[config.mk]
export PLATFORM = sky130hd
export DESIGN_NAME = oflow_core_set_scheduler
export DESIGN_NICKNAME = d
export VERILOG_FILES = /design/src/rtl/oflow_core_sched_pkg.sv /design/src/rtl/oflow_core_set_scheduler_collector.sv /design/src/rtl/oflow_core_set_scheduler.sv
export SDC_FILE = /design/constraint.sdc
export NUM_CORES = 1
export LEC_CHECK = 0
export BUFFER_PORTS_ARGS = -buffer_cell sky130_fd_sc_hd__buf_2
export CORE_UTILIZATION = 55
export DETAILED_ROUTE_END_ITERATION = 6
export HOLD_SLACK_MARGIN = 0.08
export PLACE_DENSITY = 0.89
export RECOVER_POWER = 50
export SETUP_SLACK_MARGIN = 0.15
export SLEW_MARGIN = 20
export SYNTH_ARGS = -nofsm -noshare
export SYNTH_HDL_FRONTEND = slang
export SYNTH_SLANG_ARGS = --single-unit
[constraint.sdc]
create_clock -name clk -period 4.46 [get_ports clk]
set_input_delay 0.892 -clock clk [delete_from_list [all_inputs] [get_ports clk]]
set_output_delay 0.892 -clock clk [all_outputs]
set_load 0.02 [all_outputs]
[src/rtl/oflow_core_sched_pkg.sv]
// Shared constants, scheduler state encoding and set-size helpers for the
// oflow_core set scheduler.
package oflow_core_sched_pkg;

  localparam int PE_NUM     = 24;
  localparam int SET_LEN    = 4;
  localparam int BBOX_LEN   = 9;
  localparam int MAX_BBOXES = 256;

  typedef enum logic [2:0] {
    IDLE,
    LOAD,
    START_SET,
    WAIT_PE,
    REG,
    FRAME_DONE
  } sched_state_t;

  function automatic logic [SET_LEN-1:0] ceil_div_pe(input logic [BBOX_LEN-1:0] n);
    int q;
    q = (int'(n) + PE_NUM - 1) / PE_NUM;
    return q[SET_LEN-1:0];
  endfunction

  // Bboxes handled by the next set: min(remain, PE_NUM).
  function automatic logic [BBOX_LEN-1:0] set_size(input logic [BBOX_LEN-1:0] remain);
    return (remain > BBOX_LEN'(PE_NUM)) ? BBOX_LEN'(PE_NUM) : remain;
  endfunction

  function automatic logic [PE_NUM-1:0] pe_mask(input logic [BBOX_LEN-1:0] cnt);
    logic [PE_NUM-1:0] m;
    for (int i = 0; i < PE_NUM; i++) m[i] = (i < int'(cnt));
    return m;
  endfunction

endpackage

[src/rtl/oflow_core_set_scheduler_collector.sv]
// Sticky per-PE done register; all_done also sees bits arriving this cycle so
// the scheduler can leave WAIT_PE without an extra cycle.
module oflow_pe_done_collector
  import oflow_core_sched_pkg::*;
(
  input  logic              clk,
  input  logic              reset_N,
  input  logic              clear,
  input  logic [PE_NUM-1:0] mask,
  input  logic [PE_NUM-1:0] done_pe,
  output logic              all_done
);

  logic [PE_NUM-1:0] sticky;

  always_ff @(posedge clk or negedge reset_N) begin
    if (!reset_N)   sticky <= '0;
    else if (clear) sticky <= '0;
    else            sticky <= sticky | (done_pe & mask);
  end

  assign all_done = ((sticky | (done_pe & mask)) == mask);

endmodule

[src/rtl/oflow_core_set_scheduler.sv]
// Steps one frame of bboxes through the PE array a set at a time: fire PEs,
// collect their done flags, hand the set to registration, repeat.
//
// state      | meaning
// IDLE       | waiting for start_frame
// LOAD       | latch frame size, compute num_of_sets
// START_SET  | start_pe pulse, mask valid, sticky done cleared
// WAIT_PE    | accumulate done_pe until every active PE reported
// REG        | start_registration pulsed, wait for done_registration
// FRAME_DONE | frame_done pulse, mask cleared
module oflow_core_set_scheduler
  import oflow_core_sched_pkg::*;
(
  input  logic                clk,
  input  logic                reset_N,
  input  logic                start_frame,
  input  logic [BBOX_LEN-1:0] num_of_bboxes_in_frame,
  input  logic                frame_abort,
  input  logic [PE_NUM-1:0]   done_pe,
  input  logic                done_registration,
  output logic                start_pe,
  output logic [PE_NUM-1:0]   active_pe_mask,
  output logic                start_registration,
  output logic [SET_LEN-1:0]  set_index,
  output logic [SET_LEN-1:0]  num_of_sets,
  output logic [BBOX_LEN-1:0] counter_of_remain_bboxes,
  output logic                busy,
  output logic                frame_done
);

  sched_state_t        state;
  logic [BBOX_LEN-1:0] n_lat;
  logic [BBOX_LEN-1:0] n_sat;
  logic [BBOX_LEN-1:0] set_bboxes;
  logic [BBOX_LEN-1:0] remain_next;
  logic [PE_NUM-1:0]   done_pe_live;
  logic                collect_clear;
  logic                all_done;

  assign n_sat = (num_of_bboxes_in_frame > BBOX_LEN'(MAX_BBOXES)) ?
                 BBOX_LEN'(MAX_BBOXES) : num_of_bboxes_in_frame;
  assign set_bboxes    = set_size(counter_of_remain_bboxes);
  assign remain_next   = counter_of_remain_bboxes - set_bboxes;
  assign collect_clear = (state == START_SET);
  assign done_pe_live  = (state == WAIT_PE) ? done_pe : '0;

  oflow_pe_done_collector u_collector (
    .clk      (clk),
    .reset_N  (reset_N),
    .clear    (collect_clear),
    .mask     (active_pe_mask),
    .done_pe  (done_pe_live),
    .all_done (all_done)
  );

  always_ff @(posedge clk or negedge reset_N) begin
    if (!reset_N) begin
      state                    <= IDLE;
      n_lat                    <= '0;
      start_pe                 <= 1'b0;
      active_pe_mask           <= '0;
      start_registration       <= 1'b0;
      set_index                <= '0;
      num_of_sets              <= '0;
      counter_of_remain_bboxes <= '0;
      busy                     <= 1'b0;
      frame_done               <= 1'b0;
    end else begin
      start_pe           <= 1'b0;
      start_registration <= 1'b0;
      frame_done         <= 1'b0;
      if (frame_abort) begin
        state          <= IDLE;
        busy           <= 1'b0;
        active_pe_mask <= '0;
      end else begin
        case (state)
          IDLE: begin
            if (start_frame) begin
              n_lat <= n_sat;
              state <= LOAD;
              busy  <= 1'b1;
            end
          end
          LOAD: begin
            num_of_sets              <= ceil_div_pe(n_lat);
            counter_of_remain_bboxes <= n_lat;
            set_index                <= '0;
            if (n_lat == '0) begin
              state      <= FRAME_DONE;
              frame_done <= 1'b1;
            end else begin
              state          <= START_SET;
              start_pe       <= 1'b1;
              active_pe_mask <= pe_mask(set_size(n_lat));
            end
          end
          START_SET: state <= WAIT_PE;
          WAIT_PE: begin
            if (all_done) begin
              state              <= REG;
              start_registration <= 1'b1;
            end
          end
          REG: begin
            if (done_registration) begin
              counter_of_remain_bboxes <= remain_next;
              // set_index stays on the last set so it never reaches num_of_sets while busy
              if (remain_next == '0) begin
                state          <= FRAME_DONE;
                frame_done     <= 1'b1;
                active_pe_mask <= '0;
              end else begin
                state          <= START_SET;
                start_pe       <= 1'b1;
                set_index      <= set_index + SET_LEN'(1);
                active_pe_mask <= pe_mask(set_size(remain_next));
              end
            end
          end
          FRAME_DONE: begin
            state <= IDLE;
            busy  <= 1'b0;
          end
          default: begin
            state <= IDLE;
            busy  <= 1'b0;
          end
        endcase
      end
    end
  end

endmodule

==> metrics.txt, run 1 <==
CP arrival just over 4000 ps; hold-fix buffers at CTS 0; critical path fanouts, max 10; fin. max-slew vios about 110; Cell Chain, Critical Path inv_1, ha_1, nand2b_1, nand2_1, a221oi_2, inv_1, ha_1, and2_1, a221oi_2, o211ai_1, a22oi_1, o21a_1, a21boi_1, a2bb2oi_1, a21oi_1; max cap viols 2; clock network latency to the later pin of the worst-skew pair 370 ps; Hold Fails Final Rpt 0; fin nets ~730; Die Y about 100 um; row count 35; initial DRC count approximately 330; via/cell ratio around 6.3; LEAKAGE 2.58 nW; outcome complete, but fails checks; final worst slack ~660 ps; Yosys Warn Count 0; Tcrit/Tclk final 85.2%; placed cell area 5780 sq um; P&R area growth vs syn 11.1%; layout cells sized above 1 17.9%; final RePlAce weighted congestion between 1 and 1.5; sequential share of the synthesized area ~38%; Max stage delay on crit path between 500 and 600 ps; Clock Sinks 81; register clock-pin slew on the reported worst setup and hold paths ~90 ps; EDFF count, synth 0; # IOs 83; DPL Wire Length ~11000 um; Critical Path RT 4710 ps; Pwr Density around 760 nW/um^2; Final Setup Violations 0; Die W slightly above 100 um; Tmin final roughly 3800 ps; clk root buf clkbuf_8; Synth Cell Area around 5300 sq um; CP max stage cell dfrtp_1; Initial Util around 57%; DR WL/cell around 18 um; synthesized flop and latch total 81; main flop type after synthesis dfrtp_1; dpl ws 750 ps; DR pass1 iterations 5; Logic pwr share 57.1%; CP endpoint kind register; sequential share of power between 30% and 40%; CTS Buf Count 9; first-pass GRT wire length between 20000 and 25000 um; skew final ~18 ps; synth unique cells 81; DRC 0; Vias between 5000 and 6000; cells after synthesis 630; die area between 10000 and 15000 sq um; final wirelength 14800 um; via count of the first global-routing pass 4849; Max Clk Rate between 0.2 and 0.3 GHz; RSZ-0062 raised after global routing no; port bufs around 80; # fillers ~840; failing checks max-capacitance violations, max-slew violations; Max VDD drop about 0.00048 V; max_slew headroom -95.3%; post-CTS resize count 0; top-count cell post-synth dfrtp_1; Post-Syn Nets 673; H-tree levels 3; most area-hungry cell type in the Yosys netlist dfrtp_1; clock power share between 10% and 20%; final setup TNS 0 ps; Async S/R FF share, synth 100%; nature of the critical path startpoint register; switching part of the total power between 50% and 60%; ant diodes 0; grt total ovfl 0; synth cell count leaders 81 x dfrtp_1, 68 x nand2_1, 55 x nor2_1; Clock Path Buffers 2; Slew @ Worst Pin 2920 ps; Crit Path Class reg -> reg; TritonCTS clock tree yes; Yosys top cell area share a little under two fifths; all-layer global routing usage a little under a third; Core ar. between 9000 and 10000 sq um; P_int around 2.2 mW; initial antenna violation count 0; Synth area leaders dfrtp_1 38%, nand2_1 4.8%, nand2b_1 4.6%, a21oi_1 4.0%, nor2_1 3.9%; post-CTS setup buffer count 0; Mean Syn Cell Area between 8 and 9 sq um; largest net degree at the start of global routing 82; Sw Pwr ~2.4 mW; worst min-delay path class reg -> reg; cell area after layout between 5000 and 6000 sq um; Antenna Nets Post-Route 0
[layout by cell type (no fill, tap or decap), types with 5 or more instances in the layout]
| master | instances |
|---|---|
| xor2_1 | 7 |
| a21oi_1 | 43 |
| clkbuf_8 | 9 |
| a31oi_1 | 23 |
| a32o_1 | 10 |
| nand2_1 | 68 |
| o21a_1 | 5 |
| o211ai_1 | 7 |
| a22o_1 | 6 |
| nand2b_1 | 39 |
| nand3_1 | 29 |
| inv_1 | 26 |
| and2_1 | 6 |
| dfrtp_1 | 81 |
| o21ai_0 | 39 |
| nand4_1 | 5 |
| nor3_1 | 15 |
| o22ai_1 | 8 |
| and3_1 | 5 |
| nor4_1 | 6 |
| clkbuf_1 | 13 |
| ha_1 | 5 |
| nor2_1 | 55 |
| a21o_1 | 8 |
| buf_2 | 68 |
| buf_4 | 6 |
[final cells by class]
type | instances | area, sq um | area share, %
tap | 129 | 161 | 2.72
sequential | 81 | 2030 | 34.1
inverter | 26 | 97.6 | 1.64
clock inverter | 7 | 57.6 | 0.970
clock buffer | 9 | 124 | 2.09
timing repair buffer | 88 | 439 | 7.40
multi-input combinational | 483 | 3030 | 51.0
[per-stage QoR]
step / total power [mW] / cells / utilization (%) / hold WS, ps
6_report: 4.54 / 823 / 63.6 / 500
4_1_cts: 4.53 / 823 / 64.0 / 501
3_3_place_gp: 3.92 / 807 / 62.0 / 472
2_1_floorplan: 3.31 / 630 / - / 476
5_1_grt: 4.89 / 823 / 63.6 / 515
3_5_place_dp: 4.01 / 807 / 62.0 / 478
[state kept, by name, summed over array words and instances, names as in the netlist]
signal                    cells
active_pe_mask               24
u_collector.sticky           24
counter_of_remain_bboxes      9
n_lat                         9
num_of_sets                   4
set_index                     4
state                         3
busy                          1
frame_done                    1
start_pe                      1
start_registration            1
[kinds of logic (layout without fill, tap and decap cells)]
group	Yosys count	after routing	synth area share [%]
AOI/OAI and AO/OA	196	196	26.3
DFF	81	81	37.9
and+or+nand+nor	268	268	26.9
buffers and inverters	66	130	5.34
xor gates and xnor gates	10	10	1.64
muxes	3	3	0.586
adders and majority gates	5	5	1.17
other	1	1	0.0702
[per-layer routing]
layer  GRT usage [%]  up-vias  routed length, um
li1                -     2423                  -
met1            38.5     2481               6180
met2            51.1      214               7150
met3            4.44       59                776
met4            16.5        0                669
met5               0        -                  0
[path summary, 6_finish.rpt]
path,slack (ps),endpoint,depth (start not counted),startpoint
hold reg to reg,500,num_of_sets[2]$_DFFE_PN0P_,1,num_of_sets[2]$_DFFE_PN0P_
setup / recovery,660,num_of_sets[1]$_DFFE_PN0P_,15,n_lat[0]$_DFFE_PN0P_
setup reg to reg,660,num_of_sets[1]$_DFFE_PN0P_,15,n_lat[0]$_DFFE_PN0P_
max in group asynchronous,2200,counter_of_remain_bboxes[1]$_DFFE_PN0P_,1,reset_N
min in group asynchronous,1080,u_collector.sticky[17]$_DFF_PN0_,1,reset_N
hold / removal,500,num_of_sets[2]$_DFFE_PN0P_,1,num_of_sets[2]$_DFFE_PN0P_
[worst max-delay path: cells and delay by family (launching register included)]
kind | cells | cell delay, ps
adder cells (fa/ha/maj) | 2 | 570
AO/OA/AOI/OAI | 8 | 1740
flip-flops | 1 | 540
buffers and inverters | 2 | 260
AND/OR/NAND/NOR | 3 | 590
[power groups by stage]
stage          sequential [mW]  combinational [mW]  clock (mW)
2_1_floorplan             1.39                1.93           0
3_3_place_gp              1.42                2.50           0
3_5_place_dp              1.44                2.57           0
4_1_cts                   1.42                2.58       0.526
5_1_grt                   1.48                2.85       0.558
6_report                  1.43                2.59       0.516
No activity file was read; power rests on OpenSTA's default activity.
==> inputs of run 2 (changes only) <==
Clock period 4.46 ns to 4.27 ns, I/O delays scaled along.
==> run 2 against run 1 <==
Net effect:
- the run still ends with max-capacitance violations, max-slew violations left
- critical path depth is the same
- design area is the same
- die area is the same
- sequential share of layout area is the same
- clock power grew 4%
- global-route usage grew 0.16 points
- via count shrank 0.75%
- routed wire length is essentially flat
- sequential cell count is the same
- largest cell class unchanged
==> metrics.txt, run 2 (synthesis results as in run 1) <==
outcome complete, but fails checks; Pwr Density around 800 nW/um^2; register clock-pin slew on the reported worst setup and hold paths 90 ps; commonest non-fill, non-tap cell in the layout dfrtp_1; ant diodes 0; RSZ-0062 raised after global routing no; WHS around 520 ps; Final Setup Violations 0; final RePlAce weighted congestion about 1.0; max cap viols 2; max_slew headroom -97.3%; r2r startpoint n_lat[0]$_DFFE_PN0P_; Hold Fails Final Rpt 0; DR WL/cell roughly 18 um; initial antenna violation count 0; CP arrival ~4000 ps; initial DRC count between 400 and 500; # IOs between 80 and 90; die area between 10000 and 15000 sq um; # fillers 836; hold-fix buffers at CTS 0; Clock Sinks 81; TritonCTS clock tree yes; Die W about 100 um; fin. max-slew vios roughly 110; Crit. Startpoint n_lat[0]$_DFFE_PN0P_; CP endpoint kind register; Antenna Nets Post-Route 0; port bufs just over 80; clk root buf clkbuf_8; failing checks max-capacitance violations, max-slew violations; Max Clk Rate 0.268 GHz; layout cells sized above 1 between 10% and 20%; first-pass GRT wire length between 20000 and 25000 um; post-CTS resize count 0; via/cell ratio 6.24; Slew @ Worst Pin slightly below 3000 ps; most frequent cells in the layout 81 x dfrtp_1, 68 x nand2_1, 68 x buf_2; CTS Buf Count 9; Top Registers active_pe_mask (24), u_collector.sticky (24); fin nets ~730; DR pass1 iterations 6; Critical Path RT about 4500 ps; row count 35; Die Y between 100 and 150 um; critical path fanouts, max 10; via count of the first global-routing pass between 4000 and 5000; P&R area growth vs syn 11.1%; nature of the critical path startpoint register; final wirelength between 10000 and 15000 um; Tcrit/Tclk final 87.4%; Tmin final approximately 3700 ps; clock network latency to the later pin of the worst-skew pair roughly 370 ps; all-layer global routing usage 30.8%; H-tree levels 3; Crit Path Class reg -> reg; DRC 0; Util after Layout 63.6%; LEAKAGE about 2.6 nW; largest net degree at the start of global routing just over 80; Initial Util a little under three fifths; worst min-delay path class reg -> reg; hold path startpoint u_collector.sticky[6]$_DFF_PN0_; Core ar. ~9300 sq um; final setup TNS 0 ps; grt total ovfl 0; skew final between 10 and 15 ps; post-CTS setup buffer count 0; Vias slightly above 5000; Max VDD drop ~0.00048 V; DPL Wire Length 11000 um; Clock Path Buffers 2
## run 2: cell counts in the layout (fill, tap and decap cells not counted)
No cell type changed its count.
## run 2: report_power, final
group | switching (mW) | internal, mW
logic | 1.69 | 1.01
registers | 0.467 | 1.03
clock network | 0.314 | 0.220
total | 2.47 | 2.27
## run 2: final cells by class
cell class              instances  area, sq um  area share [%]
clock inverters                 7         57.6           0.970
flip-flops and latches         81         2030            34.1
clock buffers                   9          124            2.09
inverters                      26         97.6            1.64
well taps                     129          161            2.72
repair buffers                 88          439            7.40
multi-input cells             483         3030            51.0
## run 2: metrics by stage
step	instance area, sq um	setup slack (ps)	std cells	power (mW)
2_1_floorplan	5340	977	630	3.46
3_3_place_gp	5780	856	807	4.09
3_5_place_dp	5780	668	807	4.17
4_1_cts	5970	644	823	4.72
5_1_grt	5940	308	823	5.09
6_report	5940	538	823	4.74
## run 2: routing by layer
layer | track usage (%) | up-vias | wire (um)
met2 | 52.6 | 225 | 7260
met5 | 0 | - | 0
met4 | 13.3 | 0 | 493
met1 | 38.7 | 2463 | 6150
met3 | 4.79 | 40 | 851
li1 | - | 2410 | -
## run 2: path summary, 6_finish.rpt
kind	to	slack, ps	depth (start not counted)
min in group asynchronous	u_collector.sticky[0]$_DFF_PN0_	1040	1
worst max register to register	num_of_sets[1]$_DFFE_PN0P_	540	15
worst min register to register	u_collector.sticky[6]$_DFF_PN0_	520	2
max in group asynchronous	counter_of_remain_bboxes[2]$_DFFE_PN0P_	2020	1
worst min-delay path	u_collector.sticky[6]$_DFF_PN0_	520	2
worst max-delay path	num_of_sets[1]$_DFFE_PN0P_	540	15
## run 2: critical path, stage by stage, from the launching register on
cell	delay, ps
dfrtp_1	540
inv_1	140
ha_1	250
nand2b_1	240
nand2_1	200
a221oi_2	390
inv_1	80
ha_1	300
and2_1	150
a221oi_2	200
o211ai_1	130
a22oi_1	330
o21a_1	230
a21boi_1	180
a2bb2oi_1	170
a21oi_1	90
==> inputs of run 3 (changes only) <==
Settings changed: CORE_UTILIZATION 55 to 26, PLACE_DENSITY 0.89 to 0.54.
==> run 3 against run 2 <==
Net effect:
- the flow still finishes with violations (max-capacitance violations, max-slew violations)
- maximum frequency rose by 0.17%
- combinational power rose by 3%
- via count fell by 2.9%
- total power rose by 8.7%
- sequential share of layout area fell by 2.1 points
- critical path depth did not move
- critical path type unchanged
- highest routed layer unchanged
==> metrics.txt, run 3 (synthesis results as in run 1) <==
via/cell ratio 5.14; FF+latch area between 2000 and 2500 sq um; area occupied by multi-input gates between 3000 and 4000 sq um; Top Registers active_pe_mask (24), u_collector.sticky (24); # IOs 83; Crit Path Class reg -> reg; die area 21100 sq um; post-CTS resize count 0; number of cells on the worst hold path 1; most frequent cells in the layout 81 x dfrtp_1, 81 x buf_2, 68 x nand2_1; worst min-delay path class reg -> reg; first-pass GRT wire length around 26000 um; switching part of the total power about half; clock power share 17.3%; all-layer global routing usage between 10% and 20%; via count of the first global-routing pass ~4700; R2R setup slack around 540 ps; post-CTS setup buffer count 0; sequential share of power between 20% and 30%; RSZ-0062 raised after global routing no; Post-Layout Cell Count 970; fin. max-slew vios 59; H-tree levels 3; Logic pwr share between 50% and 60%; Worst Path Buf+Inv 2; row count 52; Clock Sinks slightly above 80; Tmin final between 3000 and 4000 ps; CTS Buf Count 9; CP arrival a little under 4000 ps; Die W roughly 150 um; Reg-to-Reg End num_of_sets[1]$_DFFE_PN0P_; Max Clk Rate 0.268 GHz; Antenna Nets Post-Route 0; CP max stage cell dfrtp_1; clock network latency to the later pin of the worst-skew pair roughly 360 ps; grt total ovfl 0; Pwr Density 814 nW/um^2; final RePlAce weighted congestion between 0.9 and 1; hold path startpoint num_of_sets[2]$_DFFE_PN0P_; final wirelength 16200 um; final setup TNS 0 ps; Core ar. between 20000 and 25000 sq um; r2r worst-path depth 15; port bufs 82; Vias about 5000; LEAKAGE 2.72 nW; dpl cells about 950; Tcrit/Tclk final around 87%; clk root buf clkbuf_16; r2r startpoint n_lat[0]$_DFFE_PN0P_; max cap viols 1; Worst Hold Endpoint num_of_sets[2]$_DFFE_PN0P_; max_slew headroom -7.11%; outcome complete, but fails checks; Max stage delay on crit path between 500 and 600 ps; skew final 15.5 ps; layout cells sized above 1 20.0%; fin nets approximately 740; Sw Pwr 2.52 mW; DR pass1 iterations 5; Clock Path Buffers 2; initial antenna violation count 0; Slew @ Worst Pin about 1600 ps; ant diodes 0; Power Total ~5 mW; TritonCTS clock tree yes; Critical Path RT 4500 ps; Initial Util around a quarter; failing checks max-capacitance violations, max-slew violations; Max VDD drop 0.000368 V; Hold Fails Final Rpt 0; DR WL/cell approximately 17 um; Final Setup Violations 0; critical path fanouts, max 10; CP endpoint kind register; P&R area growth vs syn 18.3%; nature of the critical path startpoint register; DRC 0; initial DRC count around 320; largest net degree at the start of global routing a little under 60; register clock-pin slew on the reported worst setup and hold paths 60 ps; hold-fix buffers at CTS 0; P_int ~2.6 mW; Cell Chain, Critical Path inv_1, ha_1, nand2b_1, nand2_1, a221oi_2, inv_1, ha_1, and2_1, a221oi_2, o211ai_1, a22oi_1, o21a_1, a21boi_1, a2bb2oi_1, a21oi_1; # fillers approximately 2200; WHS between 400 and 500 ps; Top delay family on crit path compound AO/OA/AOI/OAI gates; Die Y between 100 and 150 um; DPL Wire Length ~12000 um
[run 3: cell types whose count changed in the layout (fill, tap and decap cells not counted)]
cell	before	now
buf_2	68	81
buf_4	6	8
bufinv_16	0	2
clkbuf_1	13	4
clkbuf_16	0	9
clkbuf_8	9	2
clkinv_2	1	0
clkinvlp_4	2	1
inv_6	3	2
inv_8	1	0
nor3b_1	2	1
nor3b_2	1	2
[run 3: area by class of cell]
type                    count  area share, %
well taps                 270           5.35
clock buffers              11           4.00
multi-input cells         483           48.0
repair buffers             94           7.68
clock inverters             5           1.35
flip-flops and latches     81           32.1
inverters                  26           1.54
[run 3: worst max-delay path by stage]
| stage | start | endpoint | slack (ps) | cells after the start |
|---|---|---|---|---|
| after floorplan | n_lat[0]$_DFFE_PN0P_ | num_of_sets[1]$_DFFE_PN0P_ | 980 | 16 |
| after global placement | n_lat[0]$_DFFE_PN0P_ | num_of_sets[1]$_DFFE_PN0P_ | 560 | 15 |
| after detailed placement | n_lat[0]$_DFFE_PN0P_ | num_of_sets[1]$_DFFE_PN0P_ | 550 | 15 |
| after CTS | n_lat[0]$_DFFE_PN0P_ | num_of_sets[1]$_DFFE_PN0P_ | 530 | 15 |
| after global routing | n_lat[0]$_DFFE_PN0P_ | num_of_sets[1]$_DFFE_PN0P_ | 160 | 15 |
| final | n_lat[0]$_DFFE_PN0P_ | num_of_sets[1]$_DFFE_PN0P_ | 540 | 15 |
[run 3: metrics by stage]
step / setup WS [ps] / utilization [%] / instance area [sq um]
5_1_grt: 164 / 31.3 / 6320
3_5_place_dp: 553 / 29.7 / 6000
4_1_cts: 532 / 31.4 / 6340
6_report: 544 / 31.3 / 6320
3_3_place_gp: 565 / 29.7 / 6000
2_1_floorplan: 977 / - / 5340
[run 3: power by group through the flow]
| stage | logic, mW | registers (mW) | clock network [mW] |
|---|---|---|---|
| final | 2.77 | 1.48 | 0.891 |
| after detailed placement | 2.77 | 1.49 | 0 |
| after global placement | 2.76 | 1.49 | 0 |
| after global routing | 3.08 | 1.54 | 0.952 |
| after CTS | 2.78 | 1.48 | 0.918 |
| after floorplan | 2.01 | 1.45 | 0 |
[run 3: routing by layer]
metal,GRT usage (%),vias up,wire length (um)
met2,24.6,165,7260
li1,-,2422,-
met1,22.2,2382,7880
met5,0,-,0
met4,3.32,0,193
met3,3.95,18,890
